`src/rtl/uart_tx.sv`:
```
// -----------------------------------------------------------------------------
// uart_tx : 8N1 serial transmitter, LSB first, single clock domain.
//
// A byte is accepted into a one-deep holding register through a valid/ready
// handshake. The frame engine pulls the byte from the holding register into
// its shift register and emits start bit, eight data bits and stop bit.
// Each bit lasts CLKS_PER_BIT clock cycles. Because the holding register
// can be refilled while a frame is in flight, frames can be chained with no
// idle gap between them.
//
// Parameters
//   CLKS_PER_BIT : clock cycles per serial bit (>= 2)
//
// Ports
//   clk     : system clock, all state changes on its rising edge
//   rst_n   : synchronous active-low reset
//   data_in : byte to transmit, sampled only on an accepting edge
//   valid   : data_in is valid
//   ready   : holding register empty (accept on valid && ready)
//   tx      : serial line, idles high, registered
//   busy    : frame in progress or holding register full
//   done    : one-cycle pulse after the last stop-bit cycle
// -----------------------------------------------------------------------------
module uart_tx #(
  parameter int CLKS_PER_BIT = 10417
) (
  input  logic       clk,
  input  logic       rst_n,
  input  logic [7:0] data_in,
  input  logic       valid,
  output logic       ready,
  output logic       tx,
  output logic       busy,
  output logic       done
);

  localparam int CNT_W = (CLKS_PER_BIT > 1) ? $clog2(CLKS_PER_BIT) : 1;
  localparam logic [CNT_W-1:0] CNT_LAST = CNT_W'(CLKS_PER_BIT - 1);

  localparam logic [1:0] ST_IDLE  = 2'd0;
  localparam logic [1:0] ST_START = 2'd1;
  localparam logic [1:0] ST_DATA  = 2'd2;
  localparam logic [1:0] ST_STOP  = 2'd3;

  // Registered state
  logic [1:0]       state_r;
  logic [CNT_W-1:0] cnt_r;
  logic [2:0]       bit_idx_r;
  logic [7:0]       shift_r;
  logic [7:0]       hold_r;
  logic             hold_full_r;
  logic             tx_r;
  logic             busy_r;
  logic             done_r;
  logic             ready_r;

  // Next-state values
  logic [1:0]       state_s;
  logic [CNT_W-1:0] cnt_s;
  logic [2:0]       bit_idx_s;
  logic [7:0]       shift_s;
  logic [7:0]       hold_s;
  logic             hold_full_s;
  logic             tx_s;
  logic             busy_s;
  logic             done_s;
  logic             ready_s;
  logic             accept_s;
  logic             take_s;
  logic             bit_last_s;

  // Line level for a given frame position: high in IDLE/STOP, low in START,
  // the indexed shift-register bit in DATA.
  function automatic logic line_level(input logic [1:0] st,
                                      input logic [7:0] sh,
                                      input logic [2:0] idx);
    logic lvl;
    case (st)
      ST_IDLE:  lvl = 1'b1;
      ST_START: lvl = 1'b0;
      ST_DATA:  lvl = sh[idx];
      ST_STOP:  lvl = 1'b1;
      default:  lvl = 1'b1;
    endcase
    return lvl;
  endfunction

  // ready_r always mirrors !hold_full_r outside reset, so it is a safe accept
  // qualifier; it is also cleared by reset, which keeps ready low in reset.
  assign accept_s   = valid & ready_r;
  assign bit_last_s = (cnt_r == CNT_LAST);

  // Next-state logic: frame sequencing, bit-period counting and holding
  // register handshake. Take and accept are mutually exclusive because a take
  // needs hold_full_r = 1, which holds ready_r low.
  always_comb begin
    state_s     = state_r;
    cnt_s       = cnt_r;
    bit_idx_s   = bit_idx_r;
    shift_s     = shift_r;
    hold_s      = hold_r;
    hold_full_s = hold_full_r;
    done_s      = 1'b0;
    take_s      = 1'b0;

    case (state_r)
      ST_IDLE: begin
        cnt_s = {CNT_W{1'b0}};
        if (hold_full_r) begin
          take_s  = 1'b1;
          state_s = ST_START;
        end else begin
          state_s = ST_IDLE;
        end
      end

      ST_START: begin
        if (bit_last_s) begin
          cnt_s     = {CNT_W{1'b0}};
          bit_idx_s = 3'd0;
          state_s   = ST_DATA;
        end else begin
          cnt_s = cnt_r + {{(CNT_W-1){1'b0}}, 1'b1};
        end
      end

      ST_DATA: begin
        if (bit_last_s) begin
          cnt_s = {CNT_W{1'b0}};
          if (bit_idx_r == 3'd7) begin
            state_s = ST_STOP;
          end else begin
            bit_idx_s = bit_idx_r + 3'd1;
          end
        end else begin
          cnt_s = cnt_r + {{(CNT_W-1){1'b0}}, 1'b1};
        end
      end

      ST_STOP: begin
        if (bit_last_s) begin
          cnt_s  = {CNT_W{1'b0}};
          done_s = 1'b1;
          // A waiting byte chains straight into the next start bit.
          if (hold_full_r) begin
            take_s  = 1'b1;
            state_s = ST_START;
          end else begin
            state_s = ST_IDLE;
          end
        end else begin
          cnt_s = cnt_r + {{(CNT_W-1){1'b0}}, 1'b1};
        end
      end

      default: begin
        state_s = ST_IDLE;
        cnt_s   = {CNT_W{1'b0}};
      end
    endcase

    if (take_s) begin
      shift_s     = hold_r;
      bit_idx_s   = 3'd0;
      hold_full_s = 1'b0;
    end else if (accept_s) begin
      hold_s      = data_in;
      hold_full_s = 1'b1;
    end else begin
      hold_full_s = hold_full_r;
    end

    // Outputs are computed from next state so the registered copies line up
    // with the state they describe.
    tx_s    = line_level(state_s, shift_s, bit_idx_s);
    busy_s  = (state_s != ST_IDLE) | hold_full_s;
    ready_s = ~hold_full_s;
  end

  // State and output registers with synchronous active-low reset; a reset
  // mid-frame aborts the frame and drops any held byte.
  always_ff @(posedge clk) begin
    if (!rst_n) begin
      state_r     <= ST_IDLE;
      cnt_r       <= {CNT_W{1'b0}};
      bit_idx_r   <= 3'd0;
      shift_r     <= 8'h00;
      hold_r      <= 8'h00;
      hold_full_r <= 1'b0;
      tx_r        <= 1'b1;
      busy_r      <= 1'b0;
      done_r      <= 1'b0;
      ready_r     <= 1'b0;
    end else begin
      state_r     <= state_s;
      cnt_r       <= cnt_s;
      bit_idx_r   <= bit_idx_s;
      shift_r     <= shift_s;
      hold_r      <= hold_s;
      hold_full_r <= hold_full_s;
      tx_r        <= tx_s;
      busy_r      <= busy_s;
      done_r      <= done_s;
      ready_r     <= ready_s;
    end
  end

  assign tx    = tx_r;
  assign busy  = busy_r;
  assign done  = done_r;
  assign ready = ready_r;

endmodule
```
`config.mk`:
```
export PLATFORM = sky130hd
export DESIGN_NAME = uart_tx
export DESIGN_NICKNAME = d
export VERILOG_FILES = /design/src/rtl/uart_tx.sv
export SDC_FILE = /design/constraint.sdc
export NUM_CORES = 1
export LEC_CHECK = 0
export CAP_MARGIN = 20
export CELL_PAD_IN_SITES_DETAIL_PLACEMENT = 0
export CELL_PAD_IN_SITES_GLOBAL_PLACEMENT = 2
export CORE_ASPECT_RATIO = 0.75
export CORE_MARGIN = 5
export CORE_UTILIZATION = 35
export CTS_BUF_LIST = sky130_fd_sc_hd__clkbuf_4 sky130_fd_sc_hd__clkbuf_8
export CTS_CLUSTER_DIAMETER = 100
export CTS_CLUSTER_SIZE = 12
export DETAILED_ROUTE_END_ITERATION = 10
export PLACE_DENSITY = 0.89
export SYNTH_ARGS = -nofsm -noshare
export SYNTH_HDL_FRONTEND = slang
export SYNTH_SLANG_ARGS = --single-unit
export TNS_END_PERCENT = 20
```
`constraint.sdc`:
```
create_clock -name clk -period 2.95 [get_ports clk]
set_input_delay 0.59 -clock clk [delete_from_list [all_inputs] [get_ports clk]]
set_output_delay 0.59 -clock clk [all_outputs]
set_load 0.03 [all_outputs]
```
======== Word-level counts from Yosys, hierarchy flattened ========
Cells that the tools add are included.
word-level totals
  bits in registers ....................... 40
  bits of input ports ..................... 11
  output and inout port bits .............. 4
operators by class
  add/subtract/negate cells ............... 2
  order comparisons ....................... 1
  equality and inequality tests ........... 8
  muxes and demuxes ....................... 23
  bitwise gates (word level) .............. 4
  reductions and logical operators ........ 7
operators with widths
  cell                                                        number
  one-hot mux 14 bit (2 select lines)                         1
  adder 14 x 1 -> 14 bit, second input constant               1
  == test 14 bit, second input constant                       1
  two-way mux 14 bit                                          1
  two-way mux 3 bit                                           4
  == test 2 bit, second input constant                        4
  two-way mux 2 bit                                           4
  two-way mux 8 bit                                           1
  one-hot mux 2 bit (4 select lines)                          1
  two-way mux 1 bit                                           7
  one-hot mux 3 bit (2 select lines)                          1
  == test 2 x 1 -> 1 bit, second input constant               2
  zero test 2 bit                                             2
  less-than comparator 3 x 4 -> 1 bit, second input constant  1
  AND reduction 2 bit                                         2
  adder 3 x 1 -> 3 bit, second input constant                 1
  binary-select mux 1 bit (select 3 bit)                      1
  == test 3 bit, second input constant                        1
  one-hot mux 1 bit (3 select lines)                          1
  OR reduction 3 bit                                          1
  inverter 1 bit                                              2
  one-hot mux 1 bit (2 select lines)                          1
  nonzero test 2 bit                                          1
  OR reduction 2 bit                                          1
  other kinds (2)                                             2

======== Logic depth before layout (Yosys ltp) ========
  depth after elaboration ................. 8
  depth in mapped cells ................... 15

======== Worst setup path after synthesis ========
OpenSTA, ideal clock, no wires.
  kind .................................... reg-to-reg
  start point ............................. register cnt_r[9]
  end point ............................... register tx_r, in the netlist tx
  setup time .............................. 79 ps
  data arrival time ....................... 2838 ps
  required time ........................... 2871 ps
  path slack .............................. 33 ps
  stages on the path, launching flop included .. 12
  path buffers ............................ 1
  cells stage by stage .................... dfxtp_1 > or4b_1 > or4_1 > buf_2 > a21oi_1 > nor2_1 > or2_2 > ha_1 > o21ai_0 > nor2_1 > o311a_1 > a211oi_2
on the way
  cells in the longest elaborated chain, start to end .. 7
ends and longest elaborated chain
  element                                                                                          RTL line  text
  start: declaration                                                                               47        logic [CNT_W-1:0] cnt_r;
  start signal: assignment                                                                         185       cnt_r <= {CNT_W{1'b0}};
  start signal: assignment                                                                         196       cnt_r <= cnt_s;
  == test 14 bit (*)                                                                               91        assign bit_last_s = (cnt_r == CNT_LAST);
  two-way mux 1 bit (tied with other cells)                                                        141       if (bit_last_s) begin
  one-hot mux 1 bit (2 select lines) / one-hot mux 3 bit (2 select lines) (equally long branches)  106       case (state_r)
  two-way mux 8 bit / two-way mux 3 bit (equally long branches)                                    162       if (take_s) begin
  binary-select mux 1 bit (select 3 bit)                                                           81        ST_DATA: lvl = sh[idx];
  two-way mux 1 bit (not written as such)                                                          81
  one-hot mux 1 bit (3 select lines) (*)                                                           78        case (st)
  end signal: assignment                                                                           201       tx_r <= tx_s;
  end: declaration                                                                                 52        logic tx_r;
Mark *: on every way between the ends. The rest lies on a longest branch, timed or not. The select of a mux whose other input is x is not followed.
A chain may end at the register's enable or synchronous reset.

======== Worst setup path after layout ========
  start point ............................. register cnt_r[10]
  end point ............................... register tx_r, in the netlist tx
The elaborated chain is that of the path after synthesis.

==> out/results.ini <==
[timing]
finalCriticalPeriod_ns = 2.810
max_slew_margin_pct = 67.99
finalSetupViolCount = 0
period_share_pct = 95.24
fmax_mhz = 355.9
finalHoldViolations = 0
worst_pin_slew_ns = 0.4792
rsz0062_at_grt = no
skew_ns = 0.004866
finalMaxSlewViolations = 0

[synthesis]
synth_flop_cell = dfxtp_1
async_reset_ff_share_pct = 0
seq_area_frac_synth_pct = 39.51
synth-warning-count = 0
yosysUniqueCellTypes = 46
synth_enable_flop_cells = 0
synthesis.area_um2 = 2027
ys_seq_elements = 40
syn_nets = 236
syn_avg_cell_area_um2 = 9.516
synth_cells = 213

[pwr]
p_leak_nw = 0.9750
ir_worst_vdd_mv = 0.2320
power_density_nw_per_um2 = 419.8
fin_total_pwr_w = 0.001056

[setup_path]
cp.required_ns = 3.14
reg2reg_from = cnt_r[10]
critical_path_class = reg -> reg
max_stage_delay_ns = 0.60
cp.depth = 10
cp-endpoint = tx
crit_family = simple AND/OR/NAND/NOR gates
crit_arrival_ns = 3.00
crit_slowest_cell = or4_4
worstSetupStartpoint = cnt_r[10]
r2r_setup_slack_ns = 0.14
path_max_fanout = 6
cp-start-kind = flop
path_buf_inv = 0
crit_chain = or4b_4, or4_4, a21oi_2, nor2_1, or2_2, ha_4, o21ai_2, nor2_2, o311a_1, a211oi_2
worst_r2r_path_depth = 10
reg2reg_to = tx
worstSetupEndpointType = flop

[drt]
wl_um = 4041
firstDrtPassIters = 4
vias = 1503
post_drt_wl_per_cell_um = 12.47
vias_per_cell = 4.639
initialDrtViolationCount = 60
drc_errors = 0
ant_nets = 0

[placed_design]
gp_congestion = 0.8115
place.detailed.hpwl_um = 3010
io_buffers = 14
place_area_um2 = 2357

[cts]
cts_max_level = 2
clock_latency_ns = 0.29
numCtsBuffers = 5
path_clk_slew_ns = 0.08
tritoncts = built
cts_root_buffer = clkbuf_8
clock_path_buffers = 2
cts.sinks = 40

[die]
die_w_um = 97.88
std_cell_rows = 24
start_util_pct = 35.53
core_um2 = 5705
dieArea_um2 = 7429
die_y_um = 75.91
num_io_pins = 15

[min_path]
worst_hold_startpoint = shift_r[4]
hold_depth = 2
hold_path.class = reg -> reg

[final_layout]
seqCellArea_um2 = 804.5
syn_to_final_growth_pct = 24.07
layout-drive-gt1-share_pct = 20.33
antennaDiodeCount = 0
finalNetCount = 268
fin_area_um2 = 2515
nFillCells = 565
multi_input_area_um2 = 1207
final_common_cell = dfxtp_1
final_cell_mix = dfxtp_1, nor2_1, nor2b_1, mux2i_1, buf_4

[global_routing]
grt_overflow_total = 0
grt_util_all_layers_pct = 11.65
grt_pass1_wl_um = 7031
antenna_found_initial = 0
grt_start_max_net_pins = 20
grt_pass1_vias = 1453

[outcome]
outcome = finished, final reports clean

[job]
max_cap_violations = 0

[worst register-to-register path, delay by kind of cell (launching register included)]
family                   cells  cell delay [ns]
AO/OA/AOI/OAI                4             0.43
flip-flops                   1             0.36
AND/OR/NAND/NOR              5             1.63
adder cells (fa/ha/maj)      1             0.28
[registers in the layout (all words and copies together) (netlist names)]
name,count
cnt_r,14
hold_r,8
shift_r,8
bit_idx_r,3
state_r,2
busy,1
done,1
hold_full_r,1
ready,1
tx,1
[report_power, final]
part           switching [W]  internal [W]  leakage [nW]
combinational      0.0000590     0.0000602         0.599
clock               0.000189      0.000187        0.0510
sequential        0.00000767      0.000554         0.325
[cell families (layout without fill, tap and decap cells)]
| family | count (synthesis) | in the layout | share of synthesized area, % |
|---|---|---|---|
| AND/OR/NAND/NOR | 86 | 86 | 24.63 |
| multiplexers | 19 | 19 | 9.444 |
| XOR/XNOR | 10 | 10 | 4.321 |
| flip-flops | 40 | 40 | 39.51 |
| AO/OA/AOI/OAI | 28 | 28 | 10.74 |
| buffers and inverters | 18 | 51 | 3.950 |
| adder cells (fa/ha/maj) | 12 | 12 | 7.407 |
[metal layers]
metal	vias up	global-route usage, %	part of all wire (%)
met4	0	5.809	2.1
met5	-	0	0
li1	800	-	-
met2	15	14.88	38
met1	681	17.85	58
met3	7	2.569	2.1
[cells in the mapped netlist (2+ instances only)]
cell type / n / area, um^2
nor2_1: 20 / 75.07
and2_1: 5 / 31.28
nor2b_1: 19 / 118.9
nor3b_1: 3 / 22.52
o21ai_0: 5 / 25.02
inv_1: 12 / 45.04
nand2_1: 9 / 33.78
ha_1: 12 / 150.1
and3_1: 2 / 12.51
xnor2_1: 2 / 17.52
a211oi_2: 2 / 25.02
or3_1: 2 / 12.51
a22o_1: 2 / 17.52
or2_2: 2 / 12.51
nand3_1: 4 / 20.02
nor3_1: 2 / 10.01
dfxtp_1: 40 / 800.8
or4b_1: 2 / 20.02
mux2i_1: 18 / 180.2
nand4_1: 4 / 25.02
nand3b_1: 4 / 30.03
nand4bb_1: 2 / 22.52
clkbuf_1: 3 / 11.26
xor2_1: 8 / 70.07
a21oi_1: 8 / 40.04
[layout make-up]
class,count,share of cell area (%)
multi-input cells,155,48.01
repair buffers,31,10.65
inverters,12,1.791
clock buffers,6,3.284
clock inverters,2,0.3980
well taps,78,3.881
flip-flops and latches,40,31.99
[how the worst min path moves through the flow]
stage                       to  slack (ns)
CTS                 shift_r[4]        0.52
global placement    shift_r[0]        0.50
floorplan             cnt_r[0]        0.45
detailed placement  shift_r[4]        0.50
global route        shift_r[4]        0.55
finish              shift_r[4]        0.52
[metrics by stage]
| step | TNS, ns | setup slack, ns | std cells | util, % | hold slack [ns] |
|---|---|---|---|---|---|
| finish | 0 | 0.1404 | 324 | 44.08 | 0.5184 |
| detailed placement | -0.03197 | -0.03197 | 316 | 41.32 | 0.5042 |
| global placement | 0 | 0.05421 | 316 | 41.32 | 0.4951 |
| floorplan | 0 | 0.03281 | 213 | - | 0.4494 |
| CTS | 0 | 0.05200 | 324 | 43.00 | 0.5248 |
| global route | 0 | 0.01544 | 324 | 44.08 | 0.5534 |
[repair_timing]
item / in CTS / in global routing
endpoints found under the setup margin: 1 / 1
hold buffers: 0 / 0
resized for setup: 2 / 16
buffers inserted: 0 / 0
pin swaps: 0 / 5
cloned: 0 / 0
Note: power is estimated with default switching activity, not from simulation.
